File: src/rtl/loop_trace_pkg.sv
// Shared types and helpers for the loop trace recorder: FSM states, the
// per-invocation record layout and a width-parameterised saturating increment.
package loop_trace_pkg;

  // Counters are carried internally at this width; instances may use any CNT_W up to it.
  localparam int unsigned CNT_W_MAX = 64;

  typedef logic [CNT_W_MAX-1:0] cnt_t;

  typedef enum logic [1:0] {
    ST_IDLE = 2'd0,
    ST_RUN  = 2'd1,
    ST_HOLD = 2'd2
  } state_e;

  typedef struct packed {
    logic truncated;
    cnt_t stall_cycles;
    cnt_t iters_ended;
    cnt_t iters_started;
    cnt_t cycles;
  } trace_rec_t;

  // Adds inc to v unless v already sits at the all-ones value of a w-bit counter.
  function automatic cnt_t sat_inc(input cnt_t v, input logic inc, input int unsigned w);
    cnt_t max_v;
    max_v = {CNT_W_MAX{1'b1}} >> (CNT_W_MAX - w);
    return (inc && (v != max_v)) ? v + cnt_t'(1) : v;
  endfunction

endpackage

File: src/rtl/loop_trace_fifo.sv
// Synchronous FIFO holding finished trace records; a push into a full FIFO is
// accepted when a pop happens in the same cycle, so full-rate streaming works.
module loop_trace_fifo #(
  parameter int unsigned WIDTH = 8,
  parameter int unsigned DEPTH = 8
) (
  input  logic             clk_i,
  input  logic             rst_i,
  input  logic             push_i,
  input  logic [WIDTH-1:0] data_i,
  input  logic             pop_i,
  output logic [WIDTH-1:0] data_o,
  output logic             full_o,
  output logic             empty_o
);

  localparam int unsigned AW = $clog2(DEPTH);
  localparam int unsigned PW = AW + 1;

  // Pointers carry one wrap bit so full and empty are distinguishable.
  logic [PW-1:0]    wr_q, rd_q;
  logic [WIDTH-1:0] mem_q [DEPTH];
  logic             pop_ok, push_ok;

  assign empty_o = (wr_q == rd_q);
  assign full_o  = (wr_q[AW] != rd_q[AW]) && (wr_q[AW-1:0] == rd_q[AW-1:0]);
  assign pop_ok  = pop_i && !empty_o;
  assign push_ok = push_i && (!full_o || pop_ok);
  assign data_o  = empty_o ? '0 : mem_q[rd_q[AW-1:0]];

  always_ff @(posedge clk_i) begin
    if (rst_i) begin
      wr_q <= '0;
      rd_q <= '0;
    end else begin
      if (push_ok) wr_q <= wr_q + PW'(1);
      if (pop_ok)  rd_q <= rd_q + PW'(1);
    end
  end

  always_ff @(posedge clk_i) begin
    if (push_ok) mem_q[wr_q[AW-1:0]] <= data_i;
  end

endmodule

File: src/rtl/loop_trace_recorder.sv
// Per-invocation profiler for a pipelined HLS loop: counts cycles, issued and
// retired iterations and stall cycles, then queues one record per invocation.
module loop_trace_recorder
  import loop_trace_pkg::*;
#(
  parameter int unsigned STATE_W = 1,
  parameter int unsigned CNT_W   = 32,
  parameter int unsigned DEPTH   = 8
) (
  input  logic               clock,
  input  logic               reset,
  input  logic               finish,
  input  logic [STATE_W-1:0] cur_state,
  input  logic [STATE_W-1:0] iter_start_state,
  input  logic [STATE_W-1:0] iter_end_state,
  input  logic               iter_start_enable,
  input  logic               iter_end_enable,
  input  logic               iter_start_block,
  input  logic               iter_end_block,
  input  logic               loop_start,
  input  logic               loop_done,
  input  logic               loop_continue,
  output logic               rec_valid,
  input  logic               rec_ready,
  output logic [4*CNT_W:0]   rec_data,
  output logic [CNT_W-1:0]   drop_count,
  output logic               busy
);

  localparam int unsigned REC_W = 4 * CNT_W + 1;

  // rec_data is offered with rec_valid; a record is consumed in every cycle where
  // rec_valid and rec_ready are both high, and holds steady otherwise.
  state_e         state_q, state_d;
  trace_rec_t     cnt_q, cnt_d;
  logic [CNT_W-1:0] drop_q, drop_d;
  logic           start_ev, end_ev, stall_ev;
  logic           push, pop, fifo_full, fifo_empty;
  logic [REC_W-1:0] push_data;

  assign start_ev = (cur_state == iter_start_state) && iter_start_enable && !iter_start_block;
  assign end_ev   = (cur_state == iter_end_state) && iter_end_enable && !iter_end_block;
  assign stall_ev = (cur_state == iter_start_state) && (iter_start_enable || iter_end_enable)
                    && iter_start_block;

  always_comb begin
    state_d = state_q;
    cnt_d   = cnt_q;
    push    = 1'b0;
    unique case (state_q)
      ST_IDLE: begin
        if (loop_start) begin
          state_d             = ST_RUN;
          cnt_d.truncated     = 1'b0;
          cnt_d.cycles        = cnt_t'(1);
          cnt_d.iters_started = cnt_t'(start_ev);
          cnt_d.iters_ended   = cnt_t'(end_ev);
          cnt_d.stall_cycles  = cnt_t'(stall_ev);
        end
      end
      ST_RUN: begin
        cnt_d.cycles        = sat_inc(cnt_q.cycles, 1'b1, CNT_W);
        cnt_d.iters_started = sat_inc(cnt_q.iters_started, start_ev, CNT_W);
        cnt_d.iters_ended   = sat_inc(cnt_q.iters_ended, end_ev, CNT_W);
        cnt_d.stall_cycles  = sat_inc(cnt_q.stall_cycles, stall_ev, CNT_W);
        // finish wins over a done in the same cycle and marks the record cut short.
        if (finish) begin
          cnt_d.truncated = 1'b1;
          push            = 1'b1;
          state_d         = ST_IDLE;
        end else if (loop_done) begin
          if (loop_continue) begin
            push    = 1'b1;
            state_d = ST_IDLE;
          end else begin
            state_d = ST_HOLD;
          end
        end
      end
      ST_HOLD: begin
        if (finish) begin
          cnt_d.truncated = 1'b1;
          push            = 1'b1;
          state_d         = ST_IDLE;
        end else if (loop_continue) begin
          push    = 1'b1;
          state_d = ST_IDLE;
        end
      end
      default: state_d = ST_IDLE;
    endcase
  end

  assign push_data = {cnt_d.truncated,
                      CNT_W'(cnt_d.stall_cycles),
                      CNT_W'(cnt_d.iters_ended),
                      CNT_W'(cnt_d.iters_started),
                      CNT_W'(cnt_d.cycles)};

  assign pop    = rec_valid && rec_ready;
  // A push into a full FIFO is lost only when no pop frees a slot this cycle.
  assign drop_d = CNT_W'(sat_inc(cnt_t'(drop_q), push && fifo_full && !pop, CNT_W));

  always_ff @(posedge clock) begin
    if (reset) begin
      state_q <= ST_IDLE;
      cnt_q   <= '0;
      drop_q  <= '0;
    end else begin
      state_q <= state_d;
      cnt_q   <= cnt_d;
      drop_q  <= drop_d;
    end
  end

  loop_trace_fifo #(
    .WIDTH (REC_W),
    .DEPTH (DEPTH)
  ) u_fifo (
    .clk_i   (clock),
    .rst_i   (reset),
    .push_i  (push),
    .data_i  (push_data),
    .pop_i   (pop),
    .data_o  (rec_data),
    .full_o  (fifo_full),
    .empty_o (fifo_empty)
  );

  assign rec_valid  = !fifo_empty;
  assign drop_count = drop_q;
  assign busy       = (state_q != ST_IDLE);

endmodule

File: config.mk
export PLATFORM = sky130hd
export DESIGN_NAME = loop_trace_recorder
export DESIGN_NICKNAME = d
export VERILOG_FILES = /design/src/rtl/loop_trace_pkg.sv /design/src/rtl/loop_trace_fifo.sv /design/src/rtl/loop_trace_recorder.sv
export SDC_FILE = /design/constraint.sdc
export NUM_CORES = 2
export LEC_CHECK = 0
export BUFFER_PORTS_ARGS = -buffer_cell sky130_fd_sc_hd__buf_2
export CAP_MARGIN = 20
export CORE_AREA = 2 2 320 322
export CTS_BUF_LIST = sky130_fd_sc_hd__clkbuf_2
export CTS_CLUSTER_SIZE = 14
export DETAILED_ROUTE_END_ITERATION = 10
export DIE_AREA = 0 0 322 324
export HOLD_SLACK_MARGIN = 0.12
export PLACE_DENSITY = 0.86
export SLEW_MARGIN = 10
export SYNTH_ARGS = -nofsm -noshare
export SYNTH_HDL_FRONTEND = slang
export SYNTH_SLANG_ARGS = --single-unit
File: constraint.sdc
create_clock -name clock -period 24.6 [get_ports clock]
set_input_delay 4.92 -clock clock [delete_from_list [all_inputs] [get_ports clock]]
set_output_delay 4.92 -clock clock [all_outputs]
set_load 0.005 [all_outputs]
==> results.json <==
{
  "grtUsageTotal": 0.262,
  "first_global_vias": 38700,
  "grt_overflow_total": 0,
  "netlist_instances": 4198,
  "finalNetCount": 4517,
  "tightest_slew_ns": 1.14,
  "synth.yosys.seq_area_share": 0.637,
  "dp_hpwl_mm": 78.7,
  "layout_common_cells": "sky130_fd_sc_hd__edfxtp_1 (1032), sky130_fd_sc_hd__clkbuf_2 (474), sky130_fd_sc_hd__dfxtp_1 (299)",
  "ys_seq_elements": 1334,
  "power.density_cell_area_nw_per_um2": 71.9,
  "die_area_um2": 104000,
  "most_common_cell_after_layout_fill_and_taps_aside": "sky130_fd_sc_hd__edfxtp_1",
  "drt-pass1-iter-count": 6,
  "max_freq_mhz": 102,
  "routedWlPerCell_um": 22.9,
  "flow.area_growth_from_synthesis_pct": 8.75,
  "chipHeight_um": 324,
  "n_fill_cell": 7248,
  "syn-cell-area_um2": 58100,
  "cts_hold_buffers": 0,
  "cts_inserted_buffers": 337,
  "synthesis.area_per_instance_um2": 13.8,
  "postCtsResizedCells": 0,
  "core_area_um2": 101000,
  "post-route-period-util": 0.398,
  "synth_top_family_by_area": "multiplexers",
  "ff2ff_path_depth": 7,
  "min-delay-path-class": "reg -> reg",
  "start_util": 0.575,
  "grt_max_degree": 130,
  "complex_gate_fraction_of_the_synthesized_area": 0.0739,
  "drive_above_1_share": 0.222,
  "ctsRootBufferMaster": "sky130_fd_sc_hd__clkbuf_2",
  "grt_pass1_wl_mm": 212,
  "routed_wirelength_mm": 138,
  "vias": 39300,
  "final_hold_viol_count": 0,
  "synth_xor_area_frac": 0.0194,
  "post_synthesis_share_of_cell_area_spent_on_and_or_nand_and_nor_gates": 0.116,
  "grt_setup_unrepaired": "false",
  "startpoint_type": "flip-flop",
  "flip_flop_cell_with_the_highest_count_after_synthesis": "sky130_fd_sc_hd__edfxtp_1",
  "max_cap_viol_count": 0,
  "top_level_ports": 177,
  "total_power_uw": 4540,
  "placement.io_buffers": 176,
  "cts.sink_count": 1334,
  "synth.mux.area_fraction": 0.129,
  "floorplan.rows": 117,
  "worst-path-max-fanout": 48,
  "drt-initial-drc-count": 4565,
  "vias_per_cell": 6.50,
  "worst_skew_pair.late_latency_ns": 1.53,
  "die_w_um": 322,
  "finalSetupViolations": 0,
  "ir_drop_uv": 67.2,
  "max-slew-margin-rel": 0.241,
  "clock_tree.htree_level_count": 5,
  "antenna_found_initial": 4,
  "antenna_left": 0,
  "syn_nets": 4223,
  "worstPathRequired_ns": 19.68,
  "clock_skews_ns": 0.154,
  "tritoncts": "yes",
  "worstHoldPathCells": 2,
  "timing.critical_path.arrival_ns": 4.88,
  "clk_pin_slew_worst_paths_ns": 0.10,
  "leakagePower_uw": 0.0205,
  "synth-adder-area-share": 0.00237,
  "number_of_flops_mapped_to_enable_cells_by_yosys": 1032,
  "synth_async_sr_flop_share": 0,
  "post_cts.repair.setup_buffers": 0,
  "drc": 0,
  "yosysWarnings": 0,
  "slew_violations": 0,
  "gpl.final_weighted_congestion": 0.890,
  "critPathCaptureType": "output pin",
  "outcome": "finished, final reports clean",
  "distinct_cell_type_count_of_the_synthesized_netlist": 88,
  "critical_path_class": "reg -> out",
  "finalCriticalPeriod_ns": 9.80,
  "max-clock-path-buffers": 4,
  "setup_total_negative_slack_ns": 0,
  "final_core_utilization": 0.626
}
worst paths after layout:
| kind | from | end | slack (ns) |
|---|---|---|---|
| min reg2reg | cnt_q[191] | cnt_q[191] | 0.49 |
| min | cnt_q[191] | cnt_q[191] | 0.49 |
| max | flip-flop | rec_data[54] | 14.80 |
| max reg2reg | cnt_q[64] | u_fifo.mem_q[0][35] | 20.43 |
kinds of logic (layout without fill, tap and decap cells):
group                    Yosys count  in the layout
flip-flops                      1334           1334
AND/OR/NAND/NOR                 1281           1281
AO/OA/AOI/OAI                    692            692
multiplexers                     424            424
buffers and inverters            327            866
XOR/XNOR                         129            129
adder cells (fa/ha/maj)           11             11
other                              0              1
cells in the mapped netlist, drive strengths merged, types with 10 or more instances:
cell type / n / area (um2)
ha: 11 / 138
a41oi: 10 / 87.6
dfxtp: 302 / 6050
clkbuf: 201 / 758
nand2: 271 / 1020
a22o: 14 / 123
a211oi: 27 / 203
and3: 49 / 308
edfxtp: 1032 / 31000
nor4: 101 / 653
a31oi: 66 / 413
buf: 72 / 329
nor2: 276 / 1040
mux4: 258 / 5810
inv: 53 / 199
nand4: 92 / 597
and4: 49 / 435
o31ai: 47 / 353
nor3: 79 / 410
o21a: 10 / 75.1
o22ai: 14 / 87.6
o211ai: 30 / 225
mux2i: 157 / 1570
nand3: 150 / 781
xnor2: 111 / 972
and2: 30 / 188
a21o: 26 / 195
nand2b: 13 / 81.3
or4: 62 / 469
o21ai: 204 / 1020
xor2: 18 / 158
a21oi: 172 / 861
or3: 71 / 445
registers in the layout, indices dropped and copies added, names as in the netlist, named ones only:
register / cells
drop_count: 32
u_fifo.rd_q: 4
u_fifo.wr_q: 4
u_fifo.mem_q: 1032
state_q: 2
cnt_q: 257
metrics by stage:
step | cells | worst slack (ns) | hold slack [ns] | area, um2
after floorplan | 4198 | 8.57 | 0.444 | 58100
after global placement | 5451 | 16.19 | 0.467 | 60100
after detailed placement | 5452 | 16.19 | 0.475 | 60100
after CTS | 6036 | 14.58 | 0.490 | 63100
after global routing | 6047 | 14.45 | 0.511 | 63200
final | 6047 | 14.80 | 0.494 | 63200
critical path: stages (launching register included):
cell and delay, ns:
sky130_fd_sc_hd__dfxtp_4 0.58, sky130_fd_sc_hd__buf_4 0.82, sky130_fd_sc_hd__buf_4 0.69, sky130_fd_sc_hd__mux4_2 0.58, sky130_fd_sc_hd__mux2i_1 0.49, sky130_fd_sc_hd__nor2_1 0.07
sky130_fd_sc_hd__buf_2 0.17
metal layers:
layer  track usage  wire [um]  share of wire
met5             0         27        0.00020
met4         0.119       4880          0.035
met3        0.0534      12400          0.090
met2         0.432      68000           0.49
met1         0.336      53200           0.38
cell type report:
cell class / instances / area [um2] / area share
sequential: 1334 / 37000 / 0.586
multi-input combinational: 2537 / 19900 / 0.314
clock buffer: 474 / 2370 / 0.0375
tap: 1309 / 1640 / 0.0259
timing repair buffer: 229 / 1400 / 0.0221
clock inverter: 110 / 658 / 0.0104
inverter: 53 / 201 / 0.00319
antenna: 1 / 2.50 / 0.0000396
power breakdown:
group / switching, uW / internal, uW
Sequential: 18.6 / 2440
Combinational: 374 / 246
Clock: 868 / 603
No activity file was read; power rests on OpenSTA's default activity.
